<file path="src/rtl/hazard_pipe_tracker_pkg.sv">
// Shared pipeline types for hazard_pipe_tracker: the slot struct and forward-select encoding.
package pipe_pkg;

    localparam int REG_ADDR_W = 2;

    typedef enum logic [1:0] {
        FWD_RF  = 2'b00,
        FWD_MEM = 2'b01,
        FWD_WB  = 2'b10,
        FWD_EX  = 2'b11
    } fwd_e;

    typedef struct packed {
        logic                  valid;
        logic [REG_ADDR_W-1:0] rd;
        logic                  reg_write;
        logic                  mem_read;
    } slot_t;

endpackage

</file>
<file path="src/rtl/hazard_pipe_tracker_slot.sv">
// One pipeline slot register (EX, MEM or WB) with async reset and a bubble input.
module pipe_slot_reg
    import pipe_pkg::*;
(
    input  logic  clk_i,
    input  logic  rst_n_i,
    input  logic  bubble_i,
    input  slot_t slot_i,
    output slot_t slot_o
);

    slot_t slot_q;

    always_ff @(posedge clk_i or negedge rst_n_i) begin
        if (!rst_n_i) begin
            slot_q <= '0;
        end else if (bubble_i) begin
            slot_q <= '0;
        end else begin
            slot_q <= slot_i;
        end
    end

    assign slot_o = slot_q;

endmodule

</file>
<file path="src/rtl/hazard_pipe_tracker.sv">
// EX/MEM/WB slot tracker with operand forwarding and register-file write port.
// Optional HPT_STALL_CNT_EN adds a saturating 16-bit stall counter output.
module hazard_pipe_tracker
    import pipe_pkg::*;
#(
    parameter int DATA_W      = 16,
    parameter int IGNORE_REG0 = 0
) (
    input  logic                  clk,
    input  logic                  rst_n,
    input  logic                  id_valid,
    input  logic [REG_ADDR_W-1:0] id_rd,
    input  logic                  id_reg_write,
    input  logic                  id_mem_read,
    input  logic [DATA_W-1:0]     id_rs_data,
    input  logic [DATA_W-1:0]     id_rt_data,
    input  logic [1:0]            forward_a,
    input  logic [1:0]            forward_b,
    input  logic                  stall,
    input  logic                  flush,
    input  logic [DATA_W-1:0]     ex_alu_result,
    input  logic [DATA_W-1:0]     mem_load_data,
    output logic [REG_ADDR_W-1:0] ex_rd,
    output logic [REG_ADDR_W-1:0] mem_rd,
    output logic [REG_ADDR_W-1:0] wb_rd,
    output logic                  ex_reg_write,
    output logic                  mem_reg_write,
    output logic                  wb_reg_write,
    output logic                  ex_mem_read,
    output logic [DATA_W-1:0]     ex_op_a,
    output logic [DATA_W-1:0]     ex_op_b,
    output logic                  rf_we,
    output logic [REG_ADDR_W-1:0] rf_waddr,
    output logic [DATA_W-1:0]     rf_wdata
`ifdef HPT_STALL_CNT_EN
    ,
    output logic [15:0]           stall_count
`endif
);

    slot_t ex_s, mem_s, wb_s, ex_d;
    logic  capture;
    logic  unused_wb_mem_read;
    logic [DATA_W-1:0] op_a_q, op_b_q, op_a_d, op_b_d;
    logic [DATA_W-1:0] mem_res_q, wb_res_q, mem_val;

    function automatic logic [DATA_W-1:0] fwd_sel(
        input logic [1:0]        sel,
        input logic [DATA_W-1:0] rf,
        input logic [DATA_W-1:0] mem,
        input logic [DATA_W-1:0] wb,
        input logic [DATA_W-1:0] ex
    );
        logic [DATA_W-1:0] r;
        r = rf;
        unique case (fwd_e'(sel))
            FWD_RF:  r = rf;
            FWD_MEM: r = mem;
            FWD_WB:  r = wb;
            FWD_EX:  r = ex;
            default: r = rf;
        endcase
        return r;
    endfunction

    assign capture = id_valid & ~stall & ~flush;

    always_comb begin
        ex_d           = '0;
        ex_d.valid     = 1'b1;
        ex_d.rd        = id_rd;
        ex_d.reg_write = id_reg_write
                       & ~((IGNORE_REG0 != 0) && (id_rd == '0));
        ex_d.mem_read  = id_mem_read;
    end

    pipe_slot_reg u_ex (
        .clk_i    (clk),
        .rst_n_i  (rst_n),
        .bubble_i (~capture),
        .slot_i   (ex_d),
        .slot_o   (ex_s)
    );

    pipe_slot_reg u_mem (
        .clk_i    (clk),
        .rst_n_i  (rst_n),
        .bubble_i (1'b0),
        .slot_i   (ex_s),
        .slot_o   (mem_s)
    );

    pipe_slot_reg u_wb (
        .clk_i    (clk),
        .rst_n_i  (rst_n),
        .bubble_i (1'b0),
        .slot_i   (mem_s),
        .slot_o   (wb_s)
    );

    // A load in MEM exposes its returned data instead of the address result.
    assign mem_val = (mem_s.valid & mem_s.mem_read) ? mem_load_data : mem_res_q;

    assign op_a_d = fwd_sel(forward_a, id_rs_data, mem_val, wb_res_q, ex_alu_result);
    assign op_b_d = fwd_sel(forward_b, id_rt_data, mem_val, wb_res_q, ex_alu_result);

    always_ff @(posedge clk or negedge rst_n) begin
        if (!rst_n) begin
            op_a_q    <= '0;
            op_b_q    <= '0;
            mem_res_q <= '0;
            wb_res_q  <= '0;
        end else begin
            if (capture) begin
                op_a_q <= op_a_d;
                op_b_q <= op_b_d;
            end
            mem_res_q <= ex_alu_result;
            wb_res_q  <= mem_val;
        end
    end

`ifdef HPT_STALL_CNT_EN
    logic [15:0] stall_cnt_q;

    always_ff @(posedge clk or negedge rst_n) begin
        if (!rst_n) begin
            stall_cnt_q <= '0;
        end else if (stall && (stall_cnt_q != 16'hFFFF)) begin
            stall_cnt_q <= stall_cnt_q + 16'd1;
        end
    end

    assign stall_count = stall_cnt_q;
`endif

    assign ex_rd         = ex_s.rd;
    assign mem_rd        = mem_s.rd;
    assign wb_rd         = wb_s.rd;
    assign ex_reg_write  = ex_s.valid & ex_s.reg_write;
    assign mem_reg_write = mem_s.valid & mem_s.reg_write;
    assign wb_reg_write  = wb_s.valid & wb_s.reg_write;
    assign ex_mem_read   = ex_s.valid & ex_s.mem_read;
    assign ex_op_a       = op_a_q;
    assign ex_op_b       = op_b_q;
    assign rf_we         = wb_s.valid & wb_s.reg_write;
    assign rf_waddr      = wb_s.rd;
    assign rf_wdata      = wb_res_q;

    assign unused_wb_mem_read = wb_s.mem_read;

endmodule
</file>
<file path="config.mk">
export PLATFORM = sky130hd
export DESIGN_NAME = hazard_pipe_tracker
export DESIGN_NICKNAME = d
export VERILOG_FILES = /design/src/rtl/hazard_pipe_tracker_pkg.sv /design/src/rtl/hazard_pipe_tracker_slot.sv /design/src/rtl/hazard_pipe_tracker.sv
export SDC_FILE = /design/constraint.sdc
export NUM_CORES = 1
export LEC_CHECK = 0
export CAP_MARGIN = 10
export CORE_MARGIN = 8
export CORE_UTILIZATION = 42
export DETAILED_ROUTE_END_ITERATION = 6
export GPL_TIMING_DRIVEN = 0
export PLACE_DENSITY_LB_ADDON = 0.25
export SLEW_MARGIN = 20
export SYNTH_ARGS = -nofsm -noshare
export SYNTH_HDL_FRONTEND = slang
export SYNTH_SLANG_ARGS = --single-unit
</file>
<file path="constraint.sdc">
create_clock -name clk -period 1.3 [get_ports clk]
set_clock_uncertainty 0.15 [all_clocks]
set_input_delay 0.26 -clock clk [delete_from_list [all_inputs] [get_ports clk]]
set_output_delay 0.26 -clock clk [all_outputs]
set_load 0.1 [all_outputs]
</file>
Word-level counts from Yosys, hierarchy flattened
Cells that the tools add are included.

Muxes and demuxes: 4. Reductions and logical operators: 2. Bitwise logic cells: 9. Equality and inequality tests: 6.

Operator list (count): $pmux W16 S4 (2); $mux W16 (1); $eq A2 B2 Y1 const B (4); $and A1 B1 Y1 (7); $mux W5 (1); $eq A2 B1 Y1 const B (2); $logic_not A2 Y1 (2); $not A1 Y1 (2).

Logic and storage cells: 36. Bits of input ports: 77. Flip-flop bits (word level): 78. Output and inout bits: 61.

Depth between registers and ports, before layout
Gate-level depths: netlist of run 1.

Depth in word-level cells: 4. Mapped depth: 5. Gate-level depth less buffers: 3.

Hierarchy
From an unflattened synthesis of run 1, not the netlist that was laid out.

Cells, all modules: 383. Area total of the unflattened synthesis: 4031.4 um2.

By module, submodules not included: hazard_pipe_tracker (area each 3562.2 um2, cells an instance 353, instances 1, sequential area each 1601.5 um2); pipe_slot_reg (area each 156.4 um2, cells an instance 10, instances 3, sequential area each 125.1 um2).

Worst setup path after synthesis of run 1
No wires, ideal clock.

Path type: register -> output. Start point: reg u_wb.slot_q, in the netlist u_wb.slot_o[4]. End point: out wb_reg_write. Cell stages (with the launch flop): 3. Data arrival time: 1.490 ns. Path buffers: 1. Path slack: -0.600 ns. Cells stage by stage: dfrtp_1 and2_1 buf_4.

Longest elaborated chain between the ends: 1.

RTL lines: start: declaration (RTL line hazard_pipe_tracker_slot.sv:12) `slot_t slot_q;`; start signal: assignment (RTL line hazard_pipe_tracker_slot.sv:20) `slot_q <= slot_i;`; $and A1 B1 Y1; end: declaration (RTL line hazard_pipe_tracker.sv:28) `output logic wb_reg_write,`.

No other way between the ends.

Worst setup path after layout of run 1
Start point: reg u_mem.slot_q, in the netlist u_mem.slot_o[4]. End point: out mem_reg_write.

Longest elaborated chain between the ends: 1.

RTL lines: start: declaration (RTL line hazard_pipe_tracker_slot.sv:12); start signal: assignment (RTL line hazard_pipe_tracker_slot.sv:20); $and A1 B1 Y1 (RTL line hazard_pipe_tracker.sv:141) `assign mem_reg_write = mem_s.valid & mem_s.reg_write;`; end: declaration (RTL line hazard_pipe_tracker.sv:27) `output logic mem_reg_write,`.

No other way between the ends.

==> flow_summary.ini, run 1 <==
[clock_network]
path_clk_slew_ps = 80
cts_buffer_depth = 2
htree_num_levels = 3
root_buffer = clkbuf_8
insertion_delay_ps = 350
numCtsBuffers = 9
clock-sinks = 78
cts_tree = done

[route]
first_pass_iters = 4
detail_route.iter0.violations = 243
post_drt_wl_per_cell_microns = 22.7
routed_wirelength_microns = 15700
drc_errors = 0
final_antenna_net_count = 0
drt-vias-per-instance = 5.49
num_vias = 3789

[die]
start_util = 0.426
die_area_sq_mm = 0.0131
core_area_sq_mm = 0.00959
dieHeight_microns = 115
io_pins = 138
fp.dieW_microns = 115
rows = 36

[setup_path]
critPathMaxFanout = 2
r2r_end = rf_wdata[2]$_DFF_PN0_
cp.required_ps = 890
critPathBufInv = 3
worst_setup_path_end_kind = output pin
crit_type = reg -> out
cp_cell_sequence = buf_6 -> buf_8 -> and2_4 -> buf_12
slowest_delay_ps = 410
r2r_slack_ps = -280
startpoint_type = flop
r2r_cells = 5
cp.arrival_ps = 1280
path_delay_family = flip-flops
r2r_start = u_mem.slot_o[4]$_DFF_PN0_
crit_slowest_cell = dfrtp_2

[global_routing]
grt_pass1_wl_microns = 23400
grt_antenna_before_repair = 0
grt_max_degree = 45
gr-total-overflow = 0
grt_usage = 0.238
grt_pass1_vias = 4106

[finish]
fin_nets = 629
fillers = 641
postLayoutCoreUtil = 0.750
antenna_cells = 0
drive_gt1_frac = 0.465
synthToLayoutAreaGrowth_pct = 76.0

[placed_design]
dp_slack_ps = -1040
gp_congestion = 0.833
port_buffers = 136
dp_hpwl_microns = 10400

[timing]
finalHoldViolations = 0
finalWorstSetupSlack_ps = -386
max_freq_mhz = 593
tightest_slew_ps = 585
min_period_ps = 1690
finalCritPeriodShare = 1.30
rsz0062_at_grt = yes
setup_viol = 109
report.final.slew_viol_count = 0
timing.slew.headroom = 0.610

[synthesis]
ys_seq_area_frac = 0.478
synth_cell_type_count = 25
yosys_warnings = 0
netlist_instances = 375
synthTopCellsByArea = dfrtp_1 48%, mux2i_1 7.8%, a31oi_1 4.9%
synth.largest_area_cell = dfrtp_1
syn_area_sq_mm = 0.00409
synth_area_per_cell_sq_um = 10.9
syn_nets = 452
yosys_register_bits = 78
synth_top_area_frac = 0.478

[power]
p_switching_uw = 3770
p_int_uw = 5260
p_clk_frac = 0.201
power_density_mw_per_mm2 = 1260
p_seq_frac = 0.337
p_comb_frac = 0.463
power.share.switching = 0.418
max-vdd-ir-drop_mv = 0.856
leakage_uw = 0.00298

[run]
cap_violations = 0

[worst_hold_path]
hp-class = in -> async

[status]
violations = setup timing
run_status = finished with violations
==> through the flow <==
step,instances,TNS (ps),hold WS [ps],total power [uW],instance area [sq um]
after floorplan,375,-89.0,-186,5310,4160
after global placement,644,-309560,201,6330,5680
after detailed placement,645,-65090,97.1,6370,5710
after CTS,685,-16570,229,8830,6930
after global routing,690,-19420,243,9310,7190
final,690,-15350,230,9030,7190
==> cells in the final DEF, fill, tap and decap left out, types with 6 or more instances in the layout <==
| master | n |
|---|---|
| a21boi_4 | 12 |
| a2bb2oi_1 | 18 |
| a31oi_1 | 31 |
| and2_1 | 6 |
| and3_4 | 16 |
| buf_12 | 64 |
| buf_4 | 29 |
| buf_6 | 24 |
| clkbuf_8 | 10 |
| clkdlybuf4s50_1 | 68 |
| dfrtp_1 | 29 |
| dfrtp_2 | 49 |
| mux2i_1 | 31 |
| nand2_1 | 14 |
| nor2b_1 | 19 |
| o21bai_1 | 21 |
| o2bb2ai_1 | 14 |
| or2_2 | 16 |
| or3_1 | 32 |
==> flip-flops by register name, summed over array words and instances, names as in the netlist <==
signal,count
ex_op_a,16
ex_op_b,16
mem_res_q,16
rf_wdata,16
u_ex.slot_o,5
u_mem.slot_o,5
u_wb.slot_o,4
==> how the worst max path moves through the flow <==
stage / depth (start not counted) / startpoint / slack (ps) / to
2_1_floorplan: 2 / u_wb.slot_o[4]$_DFF_PN0_ / -90 / wb_reg_write
3_3_place_gp: 1 / rst_n / -3270 / ex_op_a[6]$_DFFE_PN0P_
3_5_place_dp: 3 / u_mem.slot_o[4]$_DFF_PN0_ / -1040 / mem_reg_write
4_1_cts: 3 / u_mem.slot_o[4]$_DFF_PN0_ / -310 / mem_reg_write
5_1_grt: 4 / u_mem.slot_o[4]$_DFF_PN0_ / -440 / mem_reg_write
6_report: 4 / u_mem.slot_o[4]$_DFF_PN0_ / -390 / mem_reg_write
==> power groups by stage <==
stage          registers, uW  clock network, uW  logic, uW
4_1_cts                 3020               1820       3990
3_3_place_gp            2950                  0       3380
2_1_floorplan           4660                  0        641
5_1_grt                 3070               1930       4310
3_5_place_dp            2950                  0       3420
6_report                3040               1810       4180
==> logic make-up after synthesis <==
| logic type | Yosys count | share of synthesized area |
|---|---|---|
| AND/OR/NAND/NOR | 111 | 0.163 |
| AO/OA/AOI/OAI | 112 | 0.201 |
| multiplexers | 32 | 0.0784 |
| buffers and inverters | 42 | 0.0796 |
| flip-flops | 78 | 0.478 |
==> what timing repair did <==
| item | in CTS | in global routing |
|---|---|---|
| pin swaps | 46 | 20 |
| gates cloned | 1 | 1 |
| hold endpoints to repair | 34 | 0 |
| setup buffers | 22 | 5 |
| hold buffers | 1 | 0 |
| gates resized for setup | 625 | 40 |
| endpoints found under the setup margin | 109 | 137 |
==> Yosys cell counts <==
master and n:
a2bb2oi_1 18, nand2_1 14, or2_2 16, mux2i_1 32
a31oi_1 32, or3_1 32, o21ai_1 3, and2b_1 1
and3_1 16, buf_12 3, nor2b_1 19, o21ai_0 5
dfrtp_1 78, and2_1 10, a21boi_0 7, buf_6 7
nor3b_2 1, clkbuf_2 2, o21bai_1 24, nand2b_1 2
a21boi_1 9, buf_2 15, buf_4 12, o2bb2ai_1 14
clkbuf_1 3
==> area by class of cell <==
type                       count  area [sq um]  area share
buffer                        41           422      0.0586
clock buffer                  10           128      0.0177
multi-input combinational    255          2120       0.295
clock inverter                 6          62.6     0.00870
tap                          133           166      0.0231
timing repair buffer         167          2280       0.316
sequential                    78          2010       0.280
==> worst reg2reg max path, cell delays in order (launching register included) <==
cell     delay, ps
dfrtp_2        410
buf_4          160
buf_6          130
buf_12         140
and3_4         170
or2_2          290
==> metal layers <==
| layer | GRT usage | wire length [microns] | vias to the layer above |
|---|---|---|---|
| met3 | 0.0691 | 1530 | 20 |
| met1 | 0.295 | 6360 | 1856 |
| li1 | - | - | 1719 |
| met2 | 0.383 | 7540 | 194 |
| met5 | 0 | 0 | - |
| met4 | 0.0843 | 248 | 0 |
No activity file was read; power rests on OpenSTA's default activity.
==> inputs of run 2 (changes only) <==
- CORE_UTILIZATION: 42 -> 45
- DONT_BUFFER_PORTS: default -> 1
==> run 2 against run 1 <==
The flow finishes with violations (hold timing, setup timing); count of clock-buffer cells in the layout rose by 5; flip-flop and latch count unchanged; die area shrank 5.8%; first-iteration DRC count decreased by 24%; sequential power is 60% higher; final cell count shrank 23%; non-clock buffer count shrank 138; routed wire length shrank 6.9%; critical path type unchanged; critical endpoint is now wb_reg_write; largest power group is now sequential cells.
==> flow_summary.ini, run 2 (synthesis gave the netlist of run 1 again) <==
[finish]
multi_input_area_sq_mm = 0.00213
final_common_cell = dfrtp_4
synthToLayoutAreaGrowth_pct = 32.3
fin_nets = 491
post-route-cell-area_sq_mm = 0.00540
ff_latch_area_sq_mm = 0.00214
mostFrequentLayoutCells = 48 x dfrtp_4, 32 x or3_1, 32 x mux2i_1, 32 x a31oi_1, 27 x dfrtp_1
stdcell_count = 529
drive_gt1_frac = 0.411
fillers = 710

[setup_path]
r2r_slack_ps = -170
cp.required_ps = 890
critPathLaunch = u_wb.slot_o[4]$_DFF_PN0_
r2r_end = ex_op_a[9]$_DFFE_PN0P_
r2r_cells = 5
slowest_delay_ps = 350
critPathBufInv = 1
path_delay_family = simple AND/OR/NAND/NOR gates
crit_slowest_cell = and2_4
cp.arrival_ps = 1280
critPathMaxFanout = 2
startpoint_type = flop
worst_setup_path_end_kind = output pin
crit_type = reg -> out
r2r_start = u_mem.slot_o[4]$_DFF_PN0_
cp_cell_sequence = and2_4 -> buf_12

[timing]
rsz0062_at_grt = yes
whs_ps = -568
min_period_ps = 1690
setup_viol = 109
report.final.slew_viol_count = 0
timing.slew.headroom = 0.567
finalHoldViolations = 78
finalWorstSetupSlack_ps = -386
finalCritPeriodShare = 1.30
setup_tns_ps = -12390
tightest_slew_ps = 650
max_freq_mhz = 593

[die]
rows = 34
start_util = 0.466
dieHeight_microns = 111
die_area_sq_mm = 0.0124
io_pins = 138
fp.dieW_microns = 111
core_area_sq_mm = 0.00876

[status]
violations = hold timing, setup timing
run_status = finished with violations

[global_routing]
grt_usage = 0.232
gr-total-overflow = 0
grt_max_degree = 79
grt_pass1_vias = 3485
grt_pass1_wl_microns = 21900
grt_antenna_before_repair = 3

[route]
routed_wirelength_microns = 14600
first_pass_iters = 6
num_vias = 3333
drt-vias-per-instance = 6.30
post_drt_wl_per_cell_microns = 27.6
detail_route.iter0.violations = 185
drc_errors = 0
final_antenna_net_count = 0

[clock_network]
numCtsBuffers = 9
htree_num_levels = 3
root_buffer = clkbuf_8
cts_tree = done
clock-sinks = 78
path_clk_slew_ps = 80
insertion_delay_ps = 360
ctsHoldBuffers = 20
cts_buffer_depth = 2

[placed_design]
port_buffers = 0
place_area_sq_mm = 0.00429
dp_hpwl_microns = 9440
dp_cells = 483
gp_congestion = 0.841

[power]
power_density_mw_per_mm2 = 1410
max-vdd-ir-drop_mv = 0.602
leakage_uw = 0.00210

[worst_hold_path]
hp-class = in -> async

[run]
cap_violations = 0
==> run 2: changes by cell type in the layout (fill, tap and decap cells not counted), sizes merged, moves of 3 or more <==
cell | before | now
clkbuf | 17 | 20
clkinvlp | 3 | 0
buf | 125 | 45
clkdlybuf4s50 | 68 | 0
dlygate4sd3 | 1 | 20
dlygate4sd2 | 5 | 0
==> run 2: timing repair <==
| action | CTS | global route |
|---|---|---|
| pin swaps | 51 | 58 |
| endpoints found under the setup margin | 109 | 109 |
| hold endpoints to repair | 119 | 78 |
| cloned | 2 | 0 |
| gates resized for setup | 138 | 51 |
| setup buffers | 5 | 2 |
==> run 2: through the flow <==
stage	total power, uW	hold slack, ps	utilization	worst slack, ps
2_1_floorplan	5310	-186	-	-89.0
3_3_place_gp	5550	-183	0.490	-304
3_5_place_dp	5570	-182	0.490	-295
4_1_cts	7560	-575	0.595	-383
5_1_grt	7860	-585	0.617	-420
6_report	7620	-568	0.617	-386
==> run 2: metal layers <==
layer  share of wire  global-route usage  up-vias
met4           0.021               0.104        2
met5         0.00082                   0        -
met1            0.40               0.274     1681
met3           0.094              0.0823       29
met2            0.48               0.369      168
li1                -                   -     1453
==> run 2: how the worst max path moves through the flow <==
stage | end | slack (ps) | cells past startpoint
6_report | wb_reg_write | -390 | 2
2_1_floorplan | wb_reg_write | -90 | 2
5_1_grt | wb_reg_write | -420 | 2
3_5_place_dp | ex_op_a[1]$_DFFE_PN0P_ | -300 | 5
4_1_cts | wb_reg_write | -380 | 2
3_3_place_gp | ex_op_a[10]$_DFFE_PN0P_ | -300 | 5
==> run 2: where the power goes <==
part,switching [uW],internal [uW],total [uW]
logic,517,515,1030
registers,2000,2840,4850
clock network,894,852,1750
total,3410,4210,7620
==> run 2: worst reg2reg max path, delay by kind of cell, from the launching register on <==
kind / cells / cell delay [ps]
buf+inv: 2 / 300
compound gates: 3 / 490
flops: 1 / 450
==> run 2: area by class of cell <==
| class | instances | share of cell area |
|---|---|---|
| diodes | 2 | 0.000926 |
| plain buffers | 42 | 0.0896 |
| clock buffers | 15 | 0.0326 |
| clock inverters | 1 | 0.000926 |
| multi-input cells | 255 | 0.393 |
| flip-flops and latches | 78 | 0.395 |
| well taps | 108 | 0.0250 |
| repair buffers | 28 | 0.0623 |
==> inputs of run 3 (changes only) <==
- GPL_TIMING_DRIVEN: 0 -> default
==> run 3 against run 2 <==
The flow still finishes with violations (hold timing, setup timing); maximum frequency rose by 5.1%; worst hold slack gained 18 ps; clock power grew 11%; final area increased by 15%; register-to-register slack got worse by 130 ps; critical path depth is 1 higher; largest cell class is now multi-input gates; highest routed layer is now met4; flip-flop and latch count is the same.
==> flow_summary.ini, run 3 (synthesis gave the netlist of run 1 again) <==
[status]
run_status = finished with violations
violations = hold timing, setup timing

[timing]
max_freq_mhz = 624
setup_viol = 109
rsz0062_at_grt = yes
finalHoldViolations = 78
whs_ps = -549
timing.slew.headroom = 0.509
finalCritPeriodShare = 1.23
tightest_slew_ps = 737
min_period_ps = 1600
report.final.slew_viol_count = 0
finalWorstSetupSlack_ps = -304

[setup_path]
r2r_start = u_mem.slot_o[4]$_DFF_PN0_
critPathLaunch = u_mem.slot_o[4]$_DFF_PN0_
worst_setup_path_end_kind = output pin
startpoint_type = flop
r2r_slack_ps = -300
crit_type = reg -> out
endpoint = mem_reg_write
r2r_cells = 5
cp.required_ps = 890
critPathMaxFanout = 2
r2r_end = rf_wdata[13]$_DFF_PN0_
cp.arrival_ps = 1190

[die]
fp.dieW_microns = 111
rows = 34
start_util = 0.466
io_pins = 138
die_area_sq_mm = 0.0124
core_area_sq_mm = 0.00876
dieHeight_microns = 111

[placed_design]
port_buffers = 0
dp_slack_ps = -77.2
dp_hpwl_microns = 8010
gp_congestion = 0.737
dp_cells = 513

[finish]
synthToLayoutAreaGrowth_pct = 52.2
mostFrequentLayoutCells = 58 x buf_12, 51 x dfrtp_2, 32 x or3_1, 32 x mux2i_1, 32 x a31oi_1
fin_nets = 539
antenna_cells = 0
stdcell_count = 575
drive_gt1_frac = 0.456
final_common_cell = buf_12

[power]
p_switching_uw = 3490
p_int_uw = 5230
p_total_uw = 8720
power_density_mw_per_mm2 = 1400
max-vdd-ir-drop_mv = 1.12
p_clk_frac = 0.224
power.share.switching = 0.401
p_seq_frac = 0.348
p_comb_frac = 0.428
leakage_uw = 0.00257

[global_routing]
grt_pass1_vias = 3640
gr-total-overflow = 0
grt_usage = 0.212
grt_max_degree = 79
grt_pass1_wl_microns = 20900
grt_antenna_before_repair = 0

[clock_network]
clock-sinks = 78
htree_num_levels = 3
insertion_delay_ps = 340
cts_tree = done
root_buffer = clkbuf_8
path_clk_slew_ps = 90
cts_buffer_depth = 2
numCtsBuffers = 9
ctsHoldBuffers = 24

[route]
num_vias = 3411
first_pass_iters = 4
detail_route.iter0.violations = 219
routed_wirelength_microns = 14000
drc_errors = 0
post_drt_wl_per_cell_microns = 24.3
drt-vias-per-instance = 5.93
final_antenna_net_count = 0

[worst_hold_path]
hp-class = in -> async

[run]
cap_violations = 0
run 3: cell types whose count changed in the layout (fill, tap and decap cells not counted), sizes merged:
cell | previous run | this run
dlymetal6s4s | 0 | 1
clkinvlp | 0 | 1
clkbuf | 20 | 13
bufinv | 0 | 2
dlygate4sd3 | 20 | 23
buf | 45 | 93
diode | 2 | 0
run 3: timing repair:
action | in CTS | in global routing
pin swaps | 14 | 30
buffers inserted | 16 | 3
gates cloned | 2 | 1
endpoints found under the hold margin | 130 | 78
gates resized for setup | 63 | 34
setup endpoints to repair | 101 | 109
run 3: final cells by class:
class,count,area [sq um]
clock inverter,4,72.6
timing repair buffer,118,1790
tap,108,135
fill,595,2550
sequential,78,2020
multi-input combinational,255,2060
clock buffer,12,135
run 3: worst min path at each step:
stage / from / endpoint
global route: rst_n / ex_op_b[2]$_DFFE_PN0P_
detailed placement: rst_n / ex_op_a[2]$_DFFE_PN0P_
CTS: rst_n / ex_op_a[2]$_DFFE_PN0P_
global placement: rst_n / ex_op_a[2]$_DFFE_PN0P_
floorplan: rst_n / ex_op_a[0]$_DFFE_PN0P_
finish: rst_n / ex_op_b[2]$_DFFE_PN0P_
run 3: per-stage QoR:
step	util	TNS (ps)	hold WS, ps	cell area [sq um]
floorplan	-	-89.0	-186	4160
global placement	0.589	-538	-182	5160
detailed placement	0.589	-1510	-183	5160
CTS	0.685	-14580	-564	6010
global route	0.709	-17280	-570	6220
finish	0.709	-13420	-549	6220
run 3: power groups by stage:
stage	clock, uW	sequential (uW)	combinational [uW]
floorplan	0	4660	641
finish	1950	3030	3740
CTS	1980	3030	3690
detailed placement	0	3080	3470
global route	2080	3060	3840
global placement	0	3070	3440
run 3: metal layers:
metal  wire (microns)  share of wire  vias to the layer above  GRT usage
met2             6940           0.50                      134      0.340
met5                0              0                        -          0
met4              252          0.018                        0     0.0773
met1             5660           0.40                     1725      0.262
li1                 -              -                     1533          -
met3             1140          0.081                       19     0.0649
run 3: critical path, stage by stage, from the launching register on:
cell	delay (ps)
dfrtp_2	430
buf_12	130
and2_4	140
buf_12	160
